File: src/rtl/piso_serializer.sv
// piso_serializer: parallel-in/serial-out shifter with valid/last framing
module piso_serializer #(
  parameter int BUS_WIDTH = 8,
  parameter bit LSB_FIRST = 1
) (
  input  logic                 clock,
  input  logic                 reset,
  input  logic [BUS_WIDTH-1:0] in,
  input  logic                 load,
  output logic                 ready,
  output logic                 out,
  output logic                 out_valid,
  output logic                 last
);
`ifdef SERIALIZER_PARITY_EN
  localparam int LAST_IDX = BUS_WIDTH;
`else
  localparam int LAST_IDX = BUS_WIDTH - 1;
`endif
  localparam int CW = LAST_IDX > 0 ? $clog2(LAST_IDX + 1) : 1;
  localparam logic [CW-1:0] END_CNT = CW'(LAST_IDX);
  typedef enum logic {IDLE, SHIFT} state_t;
  state_t state, state_n;
  logic [BUS_WIDTH-1:0] sr, sr_n;
  logic [CW-1:0] cnt, cnt_n;
  logic take, data_bit;
  assign out_valid = state == SHIFT;
  assign last = out_valid && cnt == END_CNT;
  assign ready = state == IDLE || last;
  assign take = ready && load;
  assign data_bit = LSB_FIRST ? sr[0] : sr[BUS_WIDTH-1];
`ifdef SERIALIZER_PARITY_EN
  logic par, par_n;
  assign out = out_valid && (last ? par : data_bit);
  assign par_n = take ? ^in : par;
  always_ff @(posedge clock)
    par <= reset ? 1'b0 : par_n;
`else
  assign out = out_valid && data_bit;
`endif
  always_comb begin
    state_n = state;
    sr_n = sr;
    cnt_n = cnt;
    if (take) begin
      state_n = SHIFT;
      sr_n = in;
      cnt_n = '0;
    end else if (last) begin
      state_n = IDLE;
    end else if (out_valid) begin
      cnt_n = cnt + CW'(1);
      sr_n = LSB_FIRST ? sr >> 1 : sr << 1;
    end
  end
  always_ff @(posedge clock) begin
    if (reset) begin
      state <= IDLE;
      sr <= '0;
      cnt <= '0;
    end else begin
      state <= state_n;
      sr <= sr_n;
      cnt <= cnt_n;
    end
  end
endmodule

File: config.mk
export PLATFORM = sky130hd
export DESIGN_NAME = piso_serializer
export DESIGN_NICKNAME = d
export VERILOG_FILES = /design/src/rtl/piso_serializer.sv
export SDC_FILE = /design/constraint.sdc
export NUM_CORES = 1
export LEC_CHECK = 0
export CAP_MARGIN = 10
export CELL_PAD_IN_SITES_DETAIL_PLACEMENT = 1
export CELL_PAD_IN_SITES_GLOBAL_PLACEMENT = 1
export CORE_UTILIZATION = 30
export DETAILED_ROUTE_END_ITERATION = 16
export HOLD_SLACK_MARGIN = 0.08
export PLACE_DENSITY_LB_ADDON = 0.3
export SYNTH_ARGS = -nofsm -noshare
export SYNTH_HDL_FRONTEND = slang
export SYNTH_SLANG_ARGS = --single-unit
File: constraint.sdc
create_clock -name clock -period 2.05 [get_ports clock]
set_clock_uncertainty 0.15 [all_clocks]
set_input_delay 0.41 -clock clock [delete_from_list [all_inputs] [get_ports clock]]
set_output_delay 0.41 -clock clock [all_outputs]
set_load 0.005 [all_outputs]
==> results of run 1 <==
==> per-layer routing <==
metal  global-route usage, %  share of wire (%)  vias up
li1                        -                  -      234
met1                    12.5                 42      216
met2                    23.6                 53        7
met3                    2.35                3.2        2
met4                    8.82                1.8        0
met5                       0                  0        -
==> cells in the final DEF (no fill, tap or decap) <==
cell             instances
a211oi_2                 7
a21oi_1                  3
and2_2                   2
buf_4                    4
clkbuf_4                 3
clkbuf_8                 1
clkdlybuf4s50_1         12
dfxtp_1                 11
dfxtp_2                  1
dlygate4sd2_1            2
ha_1                     1
ha_2                     1
inv_4                    1
mux2i_1                  8
nand2_1                  2
nand3b_1                 3
nor2_1                   9
nor2b_4                  1
nor3_1                   1
or2b_1                   1
==> cells by family (layout without fill, tap and decap cells) <==
logic type	count (synthesis)	in the layout	share of synthesized area, %
compound gates	10	10	17.4
fa+ha+maj	2	2	4.24
buf+inv	4	23	6.35
flops	12	12	40.7
mux	8	8	13.6
simple gates	19	19	17.8
==> flip-flops by register name (all words and copies together), names as in the netlist <==
register,flops
cnt,3
out_valid,1
sr,8
==> final cells by class <==
class / instances / share of cell area [%]
Multi-Input combinational cell: 39 / 39.5
Sequential cell: 12 / 30.3
Timing Repair Buffer: 18 / 21.0
Clock buffer: 4 / 4.55
Tap cell: 25 / 3.92
Inverter: 1 / 0.784
==> worst max-delay path, stage by stage, from the launching register on <==
cell and delay, ps:
dfxtp_2 330, ha_1 200, ha_2 190, and2_2 180, dlygate4sd2_1 250
==> per-stage QoR <==
| step | power [mW] | setup WS (ps) | hold slack, ps |
|---|---|---|---|
| final | 0.537 | 70.0 | 346 |
| after detailed placement | 0.361 | 127 | 332 |
| after floorplan | 0.323 | 408 | 317 |
| after global routing | 0.572 | 7.71 | 378 |
| after CTS | 0.551 | 44.0 | 347 |
| after global placement | 0.359 | 148 | 333 |
==> power breakdown <==
group / total [mW] / internal, mW / leakage [nW] / switching (mW)
registers: 0.258 / 0.250 / 0.0995 / 0.00851
logic: 0.0943 / 0.0538 / 0.211 / 0.0404
clock network: 0.184 / 0.108 / 0.0210 / 0.0767
==> worst max-delay path by stage <==
stage,end,from,cells past startpoint,slack (ps)
global placement,last,cnt[0],4,150
detailed placement,last,cnt[0],4,130
CTS,ready,cnt[0],5,40
global route,last,cnt[0],4,8
floorplan,ready,cnt[0],5,410
finish,last,cnt[0],4,70
==> results.toml, run 1 <==
[sta]
finalSetupTns_ps = 0
hold_viol_final = 0
rsz0062_at_grt = "false"
slew-limit-headroom_pct = 88.5
tightest_slew_ps = 168
final-max-slew-violation-count = 0
fin_crit_ps = 1980
setup_viol = 0
period_share_pct = 96.6
fmax_mhz = 505

[die]
start_util_pct = 33.1
coreArea_um2 = 1780
die_h_um = 46.4
io_pins = 15
placementRows = 15
die_area_um2 = 2150
die_w_um = 46.4

[worst_setup_path]
ff2ff_setup_slack_ps = 450
worstPathArrival_ps = 1420
worstSetupEndpointType = "output pin"
crit_required_ps = 1490
worstPathMaxFanout = 3
critical_path_class = "flip-flop to output pin"
reg2reg_depth = 6
reg2reg_to = "cnt[0]"
cp-start-kind = "flip-flop"
reg2reg_from = "cnt[0]"

[logic_synthesis]
yosysWarnings = 0
synthTopCellsByArea = "dfxtp_1 (41%), a211oi_2 (15%), mux2i_1 (14%), nor2_1 (5.7%), ha_1 (4.2%)"
synth_cell_types = 16
synth-edff-count = 0
syn-num-nets = 68
yosysTopAreaCellShare_pct = 40.7
netlist_area_um2 = 591
synth_flop_cell = "dfxtp_1"
ys_ff_latch = 12
syn_avg_cell_area_um2 = 10.7
synth_cells = 55
synth_most_common_cell = "dfxtp_1"
ys_async_sr_fraction_pct = 0
ys_top_cells_by_count = "dfxtp_1 (12), nor2_1 (9), mux2i_1 (8)"
synth_largest_area_cell = "dfxtp_1"
seq_area_frac_synth_pct = 40.7

[min_path]
min_to = "cnt[1]"
hold_path.class = "flip-flop to flip-flop"
hold_depth = 2
hp-start = "cnt[1]"

[flow_run]
maxCapViolations = 0

[cts]
numCtsBuffers = 3
cts_setup_buffers = 0
path_clk_slew_ps = 70
clock_latency_ps = 260
cts_root_buf = "clkbuf_4"
cts_resized = 4
clock_path_buffers = 2
cts_num_sinks = 12
postCtsHoldBufs = 0
cts_tree = "yes"
htreeDepth = 1

[finish]
diodes = 0
multi_input_comb_area_um2 = 315
final_layout_size_suffix_gt1_share_pct = 28.4
fill_cells = 207
area_growth_pct = 35.2
design_area_um2 = 798
ff_latch_area_um2 = 241
final_util_pct = 44.8
fin_cells = 99
nets = 88

[placement]
place_area_um2 = 761
dp_cells = 95
gp_congestion = 0.725
place.port_buffers = 14

[route]
ant_nets = 0
viasPerCell = 4.64
wl_um = 1110
drc_errors = 0
drt_first_iter_violations = 2
dr.pass1.iters = 2
wl_per_cell_um = 11.2
vias = 459

[global_routing]
grt_pass1_wl_um = 1860
gr-usage-all-layers_pct = 12.8
grt-ovfl-total = 0
grt_antenna_before_repair = 0
grt_pass1_vias = 464
grt_max_degree = 18

[power_and_ir_drop]
p_leak_nw = 0.331
powerDensity_nw_per_um2 = 673
ir_drop_mv = 0.370

[status]
status = "finished clean"
(Power assumes the default switching activity.)
==> run 2, diff against run 1 <==
- CORE_UTILIZATION: 30 -> 35
==> results.toml, run 2 (same netlist as run 1, synthesis figures left out) <==
[status]
status = "finished clean"

[die]
io_pins = 15
coreArea_um2 = 1540
die_h_um = 43.1
placementRows = 14
start_util_pct = 38.3
die_area_um2 = 1860
die_w_um = 43.1

[global_routing]
grt_max_degree = 18
grt_antenna_before_repair = 0
grt_pass1_wl_um = 1900
grt_pass1_vias = 453
gr-usage-all-layers_pct = 14.3
grt-ovfl-total = 0

[min_path]
hold_path.class = "flip-flop to flip-flop"
hp-start = "cnt[1]"
min_to = "cnt[1]"
hold_depth = 2

[sta]
hold_viol_final = 0
slew-limit-headroom_pct = 75.4
setup_slack_ps = 91.4
fin_crit_ps = 1960
tightest_slew_ps = 367
setup_viol = 0
fmax_mhz = 511
finalSetupTns_ps = 0
period_share_pct = 95.5
final-max-slew-violation-count = 0
rsz0062_at_grt = "false"

[finish]
design_area_um2 = 790
regMostFlops = "sr"
fill_cells = 176
largest_reg_flops = 8
most-common-layout-cells = "clkdlybuf4s50_1 (12), dfxtp_1 (11), nor2_1 (9)"
diodes = 0
final_layout_size_suffix_gt1_share_pct = 29.7
nets = 88
final_util_pct = 51.2
area_growth_pct = 33.7
final_common_cell = "clkdlybuf4s50_1"

[placement]
place_area_um2 = 749
place.port_buffers = 14
preCtsSetupSlack_ps = 133
hpwl_um = 822
gp_congestion = 0.657

[worst_setup_path]
cp-start-kind = "flip-flop"
worstPathMaxFanout = 3
reg2reg_from = "cnt[0]"
reg2reg_to = "cnt[0]"
critical_path_class = "flip-flop to output pin"
reg2reg_depth = 6
crit_required_ps = 1490
worstPathArrival_ps = 1400
ff2ff_setup_slack_ps = 500
worstSetupEndpointType = "output pin"

[cts]
htreeDepth = 1
cts_setup_buffers = 0
clock_latency_ps = 270
cts_tree = "yes"
numCtsBuffers = 3
clock_path_buffers = 2
path_clk_slew_ps = 70
cts_num_sinks = 12
cts_root_buf = "clkbuf_4"

[power_and_ir_drop]
p_leak_nw = 0.328
ir_drop_mv = 0.448
powerDensity_nw_per_um2 = 686

[route]
drt_first_iter_violations = 3
viasPerCell = 5.06
drc_errors = 0
ant_nets = 0
vias = 455
wl_per_cell_um = 12.9
wl_um = 1160
dr.pass1.iters = 4

[flow_run]
maxCapViolations = 0
run 2: cell counts in the layout (fill, tap and decap cells not counted):
Identical to the previous run, type by type.
run 2: how the worst max path moves through the flow:
stage	start	endpoint	slack, ps	cells past startpoint
5_1_grt	cnt[0]	last	30	4
3_5_place_dp	cnt[0]	last	130	4
2_1_floorplan	cnt[0]	ready	410	5
6_report	cnt[0]	last	90	4
3_3_place_gp	cnt[0]	last	150	4
4_1_cts	cnt[0]	last	40	4
run 2: final cells by class:
| cell class | instances | area (um2) | area share, % |
|---|---|---|---|
| clock buffers | 4 | 36.3 | 4.60 |
| well taps | 16 | 20.0 | 2.54 |
| flip-flops and latches | 12 | 241 | 30.6 |
| inverters | 1 | 6.26 | 0.792 |
| repair buffers | 18 | 168 | 21.2 |
| multi-input cells | 39 | 318 | 40.3 |
run 2: critical path: stages, from the launching register on:
cell and delay (ps):
dfxtp_2 330, ha_2 170, ha_2 190, and2_2 180, dlygate4sd2_1 260
run 2: report_power, final:
part	switching [mW]	internal, mW
Combinational	0.0411	0.0539
Clock	0.0791	0.108
Sequential	0.00932	0.250
run 2: metal layers:
metal,routed length (um),up-vias,GRT usage (%)
met4,10,0,5.45
met5,0,-,0
met3,58,2,6.38
li1,-,233,-
met2,580,9,24.8
met1,509,211,15.1
run 2: through the flow:
step                      hold WS [ps]  instances  power (mW)
after CTS                          345         90       0.554
after floorplan                    317         55       0.323
after detailed placement           334         86       0.362
after global placement             332         86       0.358
final                              342         90       0.541
after global routing               355         90       0.570
run 2: repair_timing:
| action | in CTS | in global routing |
|---|---|---|
| gates resized for setup | 4 | 1 |
| endpoints found under the setup margin | 2 | 1 |
| pin swaps | 0 | 0 |
| hold buffers | 0 | 0 |
==> variant (settings of run 2) <==
Build with the macro `SERIALIZER_PARITY_EN` defined.
--- a/src/rtl/piso_serializer.sv
+++ b/src/rtl/piso_serializer.sv
@@ -1,4 +1,6 @@
 // piso_serializer: parallel-in/serial-out shifter with valid/last framing
+`define SERIALIZER_PARITY_EN
+
 module piso_serializer #(
   parameter int BUS_WIDTH = 8,
   parameter bit LSB_FIRST = 1
Function: changed (a bounded check fails within 10 cycles, from zero or initial values and one cycle with reset high).
==> variant against run 2 <==
- wire length grew 50%
- final area grew 25%
- global-route usage grew 2.9 points
- count of clock-buffer cells in the layout is the same
- maximum frequency grew 0.38%
- sequential power grew 17%
- sequential cell count grew 2
- setup slack gained 0.0073 ns
- power grew 18%
- clock power grew 8%
- sequential share of layout area shrank 1.9 points
- synthesized area grew 29%
- critical path type unchanged
- largest cell class unchanged
==> variant: results (changes against run 2) <==
metric	value	unit	change
timing.critical_path.arrival	1.39	ns	
drt_pass1_iterations	3		-1
maxUsedRoutingLayer	met4		
drive_gt1_share	22.0	%	-7.7 points
met3_usage	2.83	%	-3.6 points
hp-class	register to register		
grt_pass1_vias	685		+51%
top_register	sr		
cts.clk_slew.worst_paths	0.09	ns	+0.02 ns
synthAdderAreaFrac	3.29	%	-0.94 points
post_cts_buffers	1		+1
postSynthNetCount	93		+37%
synth_cell_types	28		+12
io_buffers	14		unchanged
cts_max_path_buffers	2		unchanged
async_flop_share	0	%	unchanged
crit_slowest_cell	dfxtp_2		
wl_met1	791	um	+55%
status	completed		
grt_max_degree	17		-1
setup_violations	0		unchanged
n_antenna_cell	0		unchanged
grt.total_usage	17.3	%	+2.9 points
placedInstanceArea	931	sq um	+24%
synth_seq_area_share	36.9	%	-3.8 points
grt_pass1_wl	3110	um	+63%
finalNetCount	114		+30%
synth.area.mux_share	11.9	%	-1.7 points
ys_warn_count	0		unchanged
numCtsBuffers	3		unchanged
wirelength	1730	um	+50%
hpwlAfterDp	1250	um	+53%
cts_resized	11		+7
worst_skew_pair.late_latency	0.28	ns	
worstMarginPinSlew	0.553	ns	+0.185 ns
synth-compound-area-share	14.5	%	-2.9 points
cp_top_family	flip-flops		
antenna_found_initial	0		unchanged
place_congestion	0.728		+11%
drt-initial-drc-count	4		+1
gr-usage-met1	20.1	%	+5.0 points
synthTopCellsByArea	dfxtp_1 (37%), mux2i_1 (12%), xnor2_1 (8.1%)		
h-tree-depth	1		unchanged
ys_top_cells_by_count	dfxtp_1 (14), nor2_1 (10), mux2i_1 (9)		
use_met2	32.4	%	+7.5 points
reg_top3	sr: 8 flops, cnt: 4 flops		
peakVddDrop	0.000406	V	-9.5%
cts_root_buffer	clkbuf_4		
max_stage_delay	0.33	ns	about the same
power.leakage	0.396	nW	+21%
vias_per_cell	5.00		-1.1%
met2WireLength	871	um	+50%
synth_xor_area_share	8.07	%	+8.1 points
crit_path_max_fanout	2		-1
wl_met3	44	um	-24%
synthFlopType	dfxtp_1		
-- variant: final timing paths --
kind | endpoint | slack (ns) | from | cells past startpoint
max reg2reg | cnt[1] | 0.38 | cnt[0] | 7
max | out | 0.1 | cnt[0] | 7
min | sr[4] | 0.36 | sr[5] | 2
min reg2reg | sr[4] | 0.36 | sr[5] | 2
-- variant: cell type report --
class / count / area [sq um]
clock buffer: 4 / 36.3
multi-input combinational: 59 / 442
inverter: 3 / 13.8
timing repair buffer: 20 / 178
sequential: 14 / 283
fill: 235 / 1020
tap: 27 / 33.8
-- variant: per-stage QoR --
step	power, mW	instances	setup WS [ns]
final	0.639	127	0.0988
after global routing	0.674	127	0.00366
after CTS	0.646	127	0.0166
after detailed placement	0.439	122	-0.120
after global placement	0.434	122	0.0294
after floorplan	0.390	80	0.358
-- variant: where the power goes --
group	internal [mW]	switching (mW)	total [mW]
Sequential	0.292	0.0121	0.304
Combinational	0.0733	0.0600	0.133
Clock	0.108	0.0945	0.202
Total	0.473	0.167	0.639
